[config.mk]
export PLATFORM = sky130hd
export DESIGN_NAME = hazard_ctrl
export DESIGN_NICKNAME = d
export VERILOG_FILES = /design/src/rtl/hazard_ctrl.sv
export SDC_FILE = /design/constraint.sdc
export NUM_CORES = 1
export LEC_CHECK = 0
export CAP_MARGIN = 20
export CORE_AREA = 2 2 39 41
export DETAILED_ROUTE_END_ITERATION = 7
export DIE_AREA = 0 0 41 43
export DONT_BUFFER_PORTS = 1
export GPL_TIMING_DRIVEN = 0
export HOLD_SLACK_MARGIN = 0.1
export PLACE_DENSITY_LB_ADDON = 0.25
export SLEW_MARGIN = 20
export SYNTH_ARGS = -nofsm -noshare
export SYNTH_HDL_FRONTEND = slang
export SYNTH_SLANG_ARGS = --single-unit
[constraint.sdc]
create_clock -name i_clk -period 2.3 [get_ports i_clk]
set_input_delay 0.46 -clock i_clk [delete_from_list [all_inputs] [get_ports i_clk]]
set_output_delay 0.46 -clock i_clk [all_outputs]
set_load 0.01 [all_outputs]
[src/rtl/hazard_ctrl.sv]
// Pipeline hazard controller: load-use stall, branch flush and memory-busy freeze.
// Optional saturating performance counters are enabled with `define HAZARD_PERF_CNT_EN.
module hazard_ctrl #(
  parameter int CNT_W = 16
) (
  input  logic             i_clk,
  input  logic             i_rst,
  input  logic [4:0]       i_id_rs,
  input  logic [4:0]       i_id_rt,
  input  logic             i_id_uses_rt,
  input  logic             i_ex_memread,
  input  logic [4:0]       i_ex_rt,
  input  logic             i_branch_taken,
  input  logic             i_mem_busy,
  output logic             o_pc_write,
  output logic             o_ifid_write,
  output logic             o_idex_bubble,
  output logic             o_ifid_flush,
  output logic             o_idex_flush,
  output logic             o_exmem_flush,
  output logic             o_pipe_hold,
  output logic [1:0]       o_state,
  output logic [CNT_W-1:0] o_stall_cnt,
  output logic [CNT_W-1:0] o_flush_cnt
);

  typedef enum logic [1:0] {
    S_RUN        = 2'b00,
    S_HOLD       = 2'b01,
    S_HOLD_FLUSH = 2'b10
  } state_t;

  state_t r_state;
  state_t w_state_nxt;
  logic   w_luh;
  logic   w_flush;

  assign w_luh = i_ex_memread && (i_ex_rt != 5'd0) &&
                 ((i_ex_rt == i_id_rs) || (i_id_uses_rt && (i_ex_rt == i_id_rt)));

  // A branch seen while frozen is remembered in HOLD_FLUSH and replayed on release.
  assign w_flush = (r_state == S_HOLD_FLUSH) || i_branch_taken;

  always_ff @(posedge i_clk or posedge i_rst) begin
    if (i_rst) r_state <= S_RUN;
    else       r_state <= w_state_nxt;
  end

  always_comb begin
    w_state_nxt   = S_RUN;
    o_pc_write    = 1'b0;
    o_ifid_write  = 1'b0;
    o_idex_bubble = 1'b0;
    o_ifid_flush  = 1'b0;
    o_idex_flush  = 1'b0;
    o_exmem_flush = 1'b0;
    o_pipe_hold   = 1'b0;
    if (i_rst) begin
      w_state_nxt = S_RUN;
    end else if (i_mem_busy) begin
      o_pipe_hold = 1'b1;
      w_state_nxt = w_flush ? S_HOLD_FLUSH : S_HOLD;
    end else if (w_flush) begin
      o_ifid_flush  = 1'b1;
      o_idex_flush  = 1'b1;
      o_exmem_flush = 1'b1;
      o_pc_write    = 1'b1;
      o_ifid_write  = 1'b1;
    end else if (w_luh) begin
      o_idex_bubble = 1'b1;
    end else begin
      o_pc_write   = 1'b1;
      o_ifid_write = 1'b1;
    end
  end

  assign o_state = r_state;

`ifdef HAZARD_PERF_CNT_EN
  logic [CNT_W-1:0] r_stall_cnt;
  logic [CNT_W-1:0] r_flush_cnt;

  always_ff @(posedge i_clk or posedge i_rst) begin
    if (i_rst) begin
      r_stall_cnt <= '0;
      r_flush_cnt <= '0;
    end else begin
      if (o_idex_bubble && (r_stall_cnt != '1)) r_stall_cnt <= r_stall_cnt + CNT_W'(1);
      if (o_ifid_flush && (r_flush_cnt != '1))  r_flush_cnt <= r_flush_cnt + CNT_W'(1);
    end
  end

  assign o_stall_cnt = r_stall_cnt;
  assign o_flush_cnt = r_flush_cnt;
`else
  assign o_stall_cnt = '0;
  assign o_flush_cnt = '0;
`endif

endmodule
==> results of run 1 <==
## cell usage after synthesis
library cell,number,area share
buf_4,35,0.51
xor2_1,9,0.15
dfrtp_1,2,0.098
inv_1,2,0.015
nor2_1,2,0.015
nor2b_1,2,0.024
nor3_1,2,0.020
a21oi_1,1,0.0098
a32oi_1,1,0.017
and2_1,1,0.012
conb_1,1,0.0073
nor4_1,1,0.012
nor4_2,1,0.024
o211ai_2,1,0.024
o21a_1,1,0.015
or4_4,1,0.022
xnor2_1,1,0.017
## worst max-delay path: cells and delay by family
family,cells,cell delay (ns)
AOI/OAI and AO/OA,2,0.46
xor gates and xnor gates,1,0.14
buffers and inverters,1,0.16
and+or+nand+nor,1,0.32
## through the flow
step / instances / power, W / hold slack (ns)
3_5_place_dp: 111 / 0.000135 / 0.211
4_1_cts: 115 / 0.000215 / 0.446
5_1_grt: 115 / 0.000238 / 0.451
3_3_place_gp: 111 / 0.000135 / 0.205
2_1_floorplan: 95 / 0.000131 / 0.201
6_report: 115 / 0.000214 / 0.458
## area by class of cell
class	count	area, µm²
repair buffers	1	10.0
well taps	16	20.0
multi-input cells	56	308
plain buffers	35	263
fillers	159	703
inverters	2	7.51
flip-flops and latches	2	50.0
clock buffers	3	22.5
## per-layer routing
metal | GRT usage | vias to the layer above
met1 | 0.115 | 134
met5 | 0 | -
met2 | 0.172 | 37
li1 | - | 208
met3 | 0.0628 | 0
met4 | 0.0600 | 0
## where the power goes
part | switching (W) | total, W | internal, W
logic | 0.0000463 | 0.0000992 | 0.0000529
clock network | 0.0000187 | 0.0000762 | 0.0000575
registers | 0.00000177 | 0.0000387 | 0.0000370
total | 0.0000667 | 0.000214 | 0.000147
## final timing paths
| path | slack (ns) | start | endpoint | cells after the start |
|---|---|---|---|---|
| max | 0.30 | i_ex_rt[3] | o_pc_write | 5 |
| min | 0.46 | i_branch_taken | o_state[1] | 2 |
| max reg2reg | 1.33 | o_state[0] | o_state[0] | 3 |
| min reg2reg | 0.69 | o_state[1] | o_state[1] | 2 |
| max in group asynchronous | 1.66 | i_rst | o_state[1] | 2 |
| min in group asynchronous | 0.53 | i_rst | o_state[0] | 2 |
## logic make-up after synthesis
kind of cell | count (synthesis)
AO/OA/AOI/OAI | 4
other | 1
buffers and inverters | 37
AND/OR/NAND/NOR | 10
XOR/XNOR | 10
flip-flops | 2
==> impl_metrics.prom, run 1 <==
# TYPE chip_impl_metric gauge
chip_impl_metric{name="report.final.slew_viol_count",unit=""} 0
chip_impl_metric{name="synth-simple-area-share",unit=""} 0.130
chip_impl_metric{name="first_global_vias",unit=""} 330
chip_impl_metric{name="synth_mux_area_frac",unit=""} 0
chip_impl_metric{name="core_area",unit="mm²"} 0.00138
chip_impl_metric{name="critical_path_required",unit="ns"} 1.84
chip_impl_metric{name="yosys_register_bits",unit=""} 2
chip_impl_metric{name="grt_first_pass_wirelength",unit="µm"} 1340
chip_impl_info{name="master_of_the_slowest_instance_on_the_critical_path",value="nor4_1"} 1
chip_impl_metric{name="fmaxAchievable",unit="MHz"} 501
chip_impl_metric{name="netlist_instances",unit=""} 64
chip_impl_metric{name="insertion_delay",unit="ns"} 0.22
chip_impl_metric{name="finalWeightedCongestion",unit=""} 0.645
chip_impl_metric{name="synthesis.area",unit="µm²"} 512
chip_impl_metric{name="height_of_the_chip",unit="µm"} 43
chip_impl_info{name="setup_repair_after_global_routing_missed_its_margin",value="no"} 1
chip_impl_info{name="synth_top_family_by_area",value="buffers and inverters"} 1
chip_impl_metric{name="place_area",unit="µm²"} 648
chip_impl_metric{name="met2_length",unit="µm"} 444
chip_impl_metric{name="place_ws",unit="ns"} 0.283
chip_impl_metric{name="die_area",unit="mm²"} 0.00176
chip_impl_metric{name="avgViaCountPerCell",unit=""} 3.30
chip_impl_metric{name="report.final.hold_viol_count",unit=""} 0
chip_impl_metric{name="data_arrival_time_of_the_critical_path",unit="ns"} 1.54
chip_impl_metric{name="setup_total_negative_slack",unit="ns"} 0
chip_impl_metric{name="synth_to_final_area_change",unit="%"} 33.0
chip_impl_metric{name="avgSynthCellArea",unit="µm²"} 8.00
chip_impl_metric{name="clkSlewWorstSetupHoldPaths",unit="ns"} 0.03
chip_impl_metric{name="start_util",unit=""} 0.370
chip_impl_metric{name="antenna_found_initial",unit=""} 0
chip_impl_metric{name="grt_use_total",unit=""} 0.112
chip_impl_info{name="cells_traversed_along_the_worst_timing_path",value="xor2_1 > nor4_1 > a32oi_1 > o21a_1 > buf_4"} 1
chip_impl_metric{name="crit_path_max_fanout",unit=""} 3
chip_impl_metric{name="met3RoutedLength",unit="µm"} 218
chip_impl_info{name="mostFrequentLayoutCell",value="buf_4"} 1
chip_impl_metric{name="synth_compound_gate_area_share",unit=""} 0.0660
chip_impl_info{name="worst_setup_path_start_kind",value="input port"} 1
chip_impl_metric{name="ys_types",unit=""} 17
chip_impl_metric{name="synth_xor_area_frac",unit=""} 0.171
chip_impl_metric{name="placement.io_buffers",unit=""} 0
chip_impl_metric{name="finalWorstSetupSlack",unit="ns"} 0.304
chip_impl_metric{name="p_per_area",unit="mW/mm²"} 314
chip_impl_metric{name="dr.pass1.iters",unit=""} 1
chip_impl_info{name="path_class",value="in2out"} 1
chip_impl_metric{name="routed_wire_length_per_instance",unit="µm"} 7.90
chip_impl_metric{name="post_cts_hold_buffer_count",unit=""} 1
chip_impl_metric{name="post_route_cells_drive_above_1_share",unit=""} 0.414
chip_impl_metric{name="numCtsBuffers",unit=""} 3
chip_impl_metric{name="synth_warnings",unit=""} 0
chip_impl_metric{name="m1WireLength",unit="µm"} 245
chip_impl_metric{name="setup_violations",unit=""} 0
chip_impl_metric{name="synth_adder_area_share",unit=""} 0
chip_impl_metric{name="final_worst_clock_skew",unit="ns"} 0.00230
chip_impl_metric{name="detail_route.wirelength",unit="µm"} 908
chip_impl_metric{name="worst_path_largest_cell_delay",unit="ns"} 0.32
chip_impl_info{name="cts_tree",value="done"} 1
chip_impl_metric{name="ys_seq_area_frac",unit=""} 0.0978
chip_impl_metric{name="finalWorstPathRequiredPeriod",unit="ns"} 2.00
chip_impl_metric{name="num-nets-final",unit=""} 122
chip_impl_metric{name="post-cts-setup-buffer-count",unit=""} 0
chip_impl_metric{name="ant_nets",unit=""} 0
chip_impl_metric{name="detailroute.via_count",unit=""} 379
chip_impl_metric{name="layout.cell_area.non_filler",unit="µm²"} 681
chip_impl_metric{name="core.rowCount",unit=""} 14
chip_impl_metric{name="cap_viol_max_count",unit=""} 0
chip_impl_info{name="status",value="completed"} 1
chip_impl_metric{name="design.portCount",unit=""} 62
chip_impl_metric{name="largest_register_ffs",unit=""} 2
chip_impl_info{name="worstSetupEndpointType",value="primary output"} 1
chip_impl_metric{name="cts_buffer_depth",unit=""} 2
chip_impl_metric{name="drt_drc_violations_left",unit=""} 0
chip_impl_info{name="highest_metal_used",value="met3"} 1
chip_impl_metric{name="dp_hpwl",unit="µm"} 853
chip_impl_metric{name="fp.dieW",unit="µm"} 41
chip_impl_metric{name="standby_leakage_power",unit="nW"} 0.411
chip_impl_metric{name="global_route.overflow_total",unit=""} 0
chip_impl_metric{name="antenna_diode_count",unit=""} 0
chip_impl_metric{name="numClockSinks",unit=""} 2
chip_impl_metric{name="post-route-util",unit=""} 0.492
chip_impl_metric{name="tightest_slew",unit="ns"} 0.499
chip_impl_metric{name="cts.htree.levels",unit=""} 1
chip_impl_metric{name="detailedRoute.firstIterationViolations",unit=""} 0
chip_impl_info{name="final_cell_mix",value="35 x buf_4, 32 x conb_1, 9 x xor2_1"} 1
chip_impl_info{name="root_buffer",value="clkbuf_4"} 1
chip_impl_metric{name="slew_headroom",unit=""} 0.665
chip_impl_metric{name="maximum_number_of_pins_on_one_net_before_global_route_repair",unit=""} 6
chip_impl_info{name="hold_path.class",value="in2reg"} 1
chip_impl_metric{name="cts_repair_resize_count",unit=""} 0
chip_impl_metric{name="ir_worst_vdd",unit="mV"} 0.274
chip_impl_metric{name="timing.final.crit_share",unit=""} 0.868
Power figures use the tool's default switching activity.
==> inputs of run 2 (changes only) <==
--- a/config.mk
+++ b/config.mk
@@ -5,7 +5,7 @@
 export SDC_FILE = /design/constraint.sdc
 export NUM_CORES = 1
 export LEC_CHECK = 0
-export CAP_MARGIN = 20
+export CAP_MARGIN = 0
 export CORE_AREA = 2 2 39 41
 export DETAILED_ROUTE_END_ITERATION = 7
 export DIE_AREA = 0 0 41 43
==> results of run 2 <==
Final layout, timing and power as in run 1 (identical DEF).
==> inputs of run 3 (changes only) <==
--- a/config.mk
+++ b/config.mk
@@ -6,9 +6,9 @@
 export NUM_CORES = 1
 export LEC_CHECK = 0
 export CAP_MARGIN = 0
-export CORE_AREA = 2 2 39 41
+export CORE_AREA = 4 4 41 43
 export DETAILED_ROUTE_END_ITERATION = 7
-export DIE_AREA = 0 0 41 43
+export DIE_AREA = 0 0 45 47
 export DONT_BUFFER_PORTS = 1
 export GPL_TIMING_DRIVEN = 0
 export HOLD_SLACK_MARGIN = 0.1
==> impl_metrics.prom, run 3 (synthesis gave the netlist of run 1 again) <==
# TYPE chip_impl_metric gauge
chip_impl_info{name="status",value="completed"} 1
chip_impl_info{name="path_class",value="reg2out"} 1
chip_impl_info{name="worstSetupEndpointType",value="primary output"} 1
chip_impl_metric{name="fp.dieW",unit="µm"} 45
chip_impl_metric{name="height_of_the_chip",unit="µm"} 47
chip_impl_metric{name="cts.htree.levels",unit=""} 1
chip_impl_metric{name="timing.final.crit_share",unit=""} 0.868
chip_impl_metric{name="p_per_area",unit="mW/mm²"} 316
chip_impl_info{name="hold_path_origin",value="i_branch_taken"} 1
chip_impl_metric{name="setup_violations",unit=""} 0
chip_impl_metric{name="worst_path_largest_cell_delay",unit="ns"} 0.41
chip_impl_metric{name="routed_wire_length_per_instance",unit="µm"} 9.54
chip_impl_metric{name="worst_hold_path.num_cells",unit=""} 2
chip_impl_metric{name="fin_worst_hold_slack",unit="ns"} 0.483
chip_impl_metric{name="drt_drc_violations_left",unit=""} 0
chip_impl_metric{name="fmaxAchievable",unit="MHz"} 501
chip_impl_metric{name="global_route.overflow_total",unit=""} 0
chip_impl_metric{name="report.final.slew_viol_count",unit=""} 0
chip_impl_metric{name="post_route_cells_drive_above_1_share",unit=""} 0.414
chip_impl_metric{name="final_worst_clock_skew",unit="ns"} 0.000352
chip_impl_metric{name="synth_to_final_area_change",unit="%"} 32.8
chip_impl_metric{name="cap_viol_max_count",unit=""} 0
chip_impl_info{name="cpLargestDelayFamily",value="compound AO/OA/AOI/OAI gates"} 1
chip_impl_metric{name="maximum_number_of_pins_on_one_net_before_global_route_repair",unit=""} 6
chip_impl_metric{name="report.final.hold_viol_count",unit=""} 0
chip_impl_metric{name="clkSlewWorstSetupHoldPaths",unit="ns"} 0.03
chip_impl_info{name="master_of_the_slowest_instance_on_the_critical_path",value="dfrtp_1"} 1
chip_impl_metric{name="ant_nets",unit=""} 0
chip_impl_info{name="cells_traversed_along_the_worst_timing_path",value="a21oi_1 > o211ai_2 > o21a_1 > buf_4"} 1
chip_impl_metric{name="critical_path_buf_inv_count",unit=""} 1
chip_impl_metric{name="placement.io_buffers",unit=""} 0
chip_impl_metric{name="ir_worst_vdd",unit="mV"} 0.190
chip_impl_metric{name="finalWeightedCongestion",unit=""} 0.668
chip_impl_info{name="hold_path.class",value="in2reg"} 1
chip_impl_metric{name="start_util",unit=""} 0.393
chip_impl_info{name="setup_repair_after_global_routing_missed_its_margin",value="no"} 1
chip_impl_info{name="cts_tree",value="done"} 1
chip_impl_info{name="mostFrequentLayoutCell",value="buf_4"} 1
chip_impl_metric{name="crit_path_max_fanout",unit=""} 4
chip_impl_metric{name="grt_first_pass_wirelength",unit="µm"} 1410
chip_impl_info{name="final_cell_mix",value="35 x buf_4, 32 x conb_1, 9 x xor2_1"} 1
chip_impl_info{name="worst_setup_path_start_kind",value="flip-flop"} 1
chip_impl_metric{name="numClockSinks",unit=""} 2
chip_impl_metric{name="detailedRoute.firstIterationViolations",unit=""} 0
chip_impl_metric{name="design.portCount",unit=""} 62
chip_impl_metric{name="numCtsBuffers",unit=""} 3
chip_impl_metric{name="antenna_found_initial",unit=""} 0
chip_impl_metric{name="cts_buffer_depth",unit=""} 2
chip_impl_metric{name="first_global_vias",unit=""} 376
chip_impl_metric{name="antenna_diode_count",unit=""} 0
chip_impl_metric{name="detailroute.via_count",unit=""} 397
chip_impl_metric{name="critical_path_required",unit="ns"} 1.84
chip_impl_metric{name="post-cts-setup-buffer-count",unit=""} 0
chip_impl_info{name="worstReg2RegStart",value="o_state[1]"} 1
chip_impl_metric{name="dp_hpwl",unit="µm"} 1020
chip_impl_metric{name="grt_use_total",unit=""} 0.0948
chip_impl_metric{name="largest_register_ffs",unit=""} 2
chip_impl_metric{name="slew_headroom",unit=""} 0.646
chip_impl_metric{name="dr.pass1.iters",unit=""} 1
chip_impl_metric{name="data_arrival_time_of_the_critical_path",unit="ns"} 1.54
chip_impl_metric{name="insertion_delay",unit="ns"} 0.22
chip_impl_metric{name="core_area",unit="mm²"} 0.00130
chip_impl_metric{name="reg2reg_setup_slack",unit="ns"} 1.31
chip_impl_metric{name="die_area",unit="mm²"} 0.00212
chip_impl_info{name="rr_endpoint",value="o_state[0]"} 1
chip_impl_metric{name="avgViaCountPerCell",unit=""} 3.48
chip_impl_metric{name="standby_leakage_power",unit="nW"} 0.411
chip_impl_metric{name="detail_route.wirelength",unit="µm"} 1090
chip_impl_info{name="min_delay_worst_endpoint",value="o_state[1]"} 1
chip_impl_metric{name="tightest_slew",unit="ns"} 0.526
chip_impl_metric{name="num-nets-final",unit=""} 122
chip_impl_info{name="root_buffer",value="clkbuf_4"} 1
chip_impl_metric{name="finalWorstPathRequiredPeriod",unit="ns"} 2.00
chip_impl_metric{name="core.rowCount",unit=""} 13
chip_impl_metric{name="r2r_cells",unit=""} 2
chip_impl_metric{name="setup_total_negative_slack",unit="ns"} 0
## run 3: cell counts in the layout (fill, tap and decap cells not counted)
Identical to the previous run, type by type.
## run 3: worst max-delay path by stage
stage	startpoint	cells past startpoint	endpoint	slack, ns
after floorplan	i_ex_rt[1]	4	o_pc_write	0.37
after global placement	i_ex_rt[1]	4	o_pc_write	0.31
after detailed placement	i_ex_rt[1]	4	o_pc_write	0.31
after CTS	o_state[0]	5	o_pc_write	0.27
after global routing	o_state[0]	5	o_pc_write	0.20
final	o_state[1]	4	o_pc_write	0.30
## run 3: report_power, final
part,switching [W],internal (W)
clock network,0.0000183,0.0000574
registers,0.00000177,0.0000370
logic,0.0000474,0.0000530
## run 3: metal layers
metal / routed length (µm) / track usage
met2: 552 / 0.167
met3: 192 / 0.0498
met1: 342 / 0.0818
met4: 0 / 0.0702
met5: 0 / 0
## run 3: area by class of cell
| class | count | area [µm²] |
|---|---|---|
| repair buffers | 1 | 10.0 |
| clock buffers | 3 | 22.5 |
| inverters | 2 | 7.51 |
| multi-input cells | 56 | 308 |
| flip-flops and latches | 2 | 50.0 |
| well taps | 15 | 18.8 |
| plain buffers | 35 | 263 |
| fillers | 147 | 622 |
## run 3: what timing repair did
| item | CTS | global route |
|---|---|---|
| gates resized for setup | 0 | 0 |
| hold buffers | 1 | 0 |
| hold endpoints to repair | 2 | 0 |
## run 3: through the flow
stage / std cells / instance area, µm² / util / total power, W / setup slack (ns)
finish: 114 / 679 / 0.522 / 0.000215 / 0.303
global route: 114 / 679 / 0.522 / 0.000236 / 0.203
CTS: 114 / 679 / 0.522 / 0.000217 / 0.273
detailed placement: 110 / 647 / 0.497 / 0.000135 / 0.307
global placement: 110 / 647 / 0.497 / 0.000135 / 0.308
floorplan: 95 / 628 / - / 0.000131 / 0.369
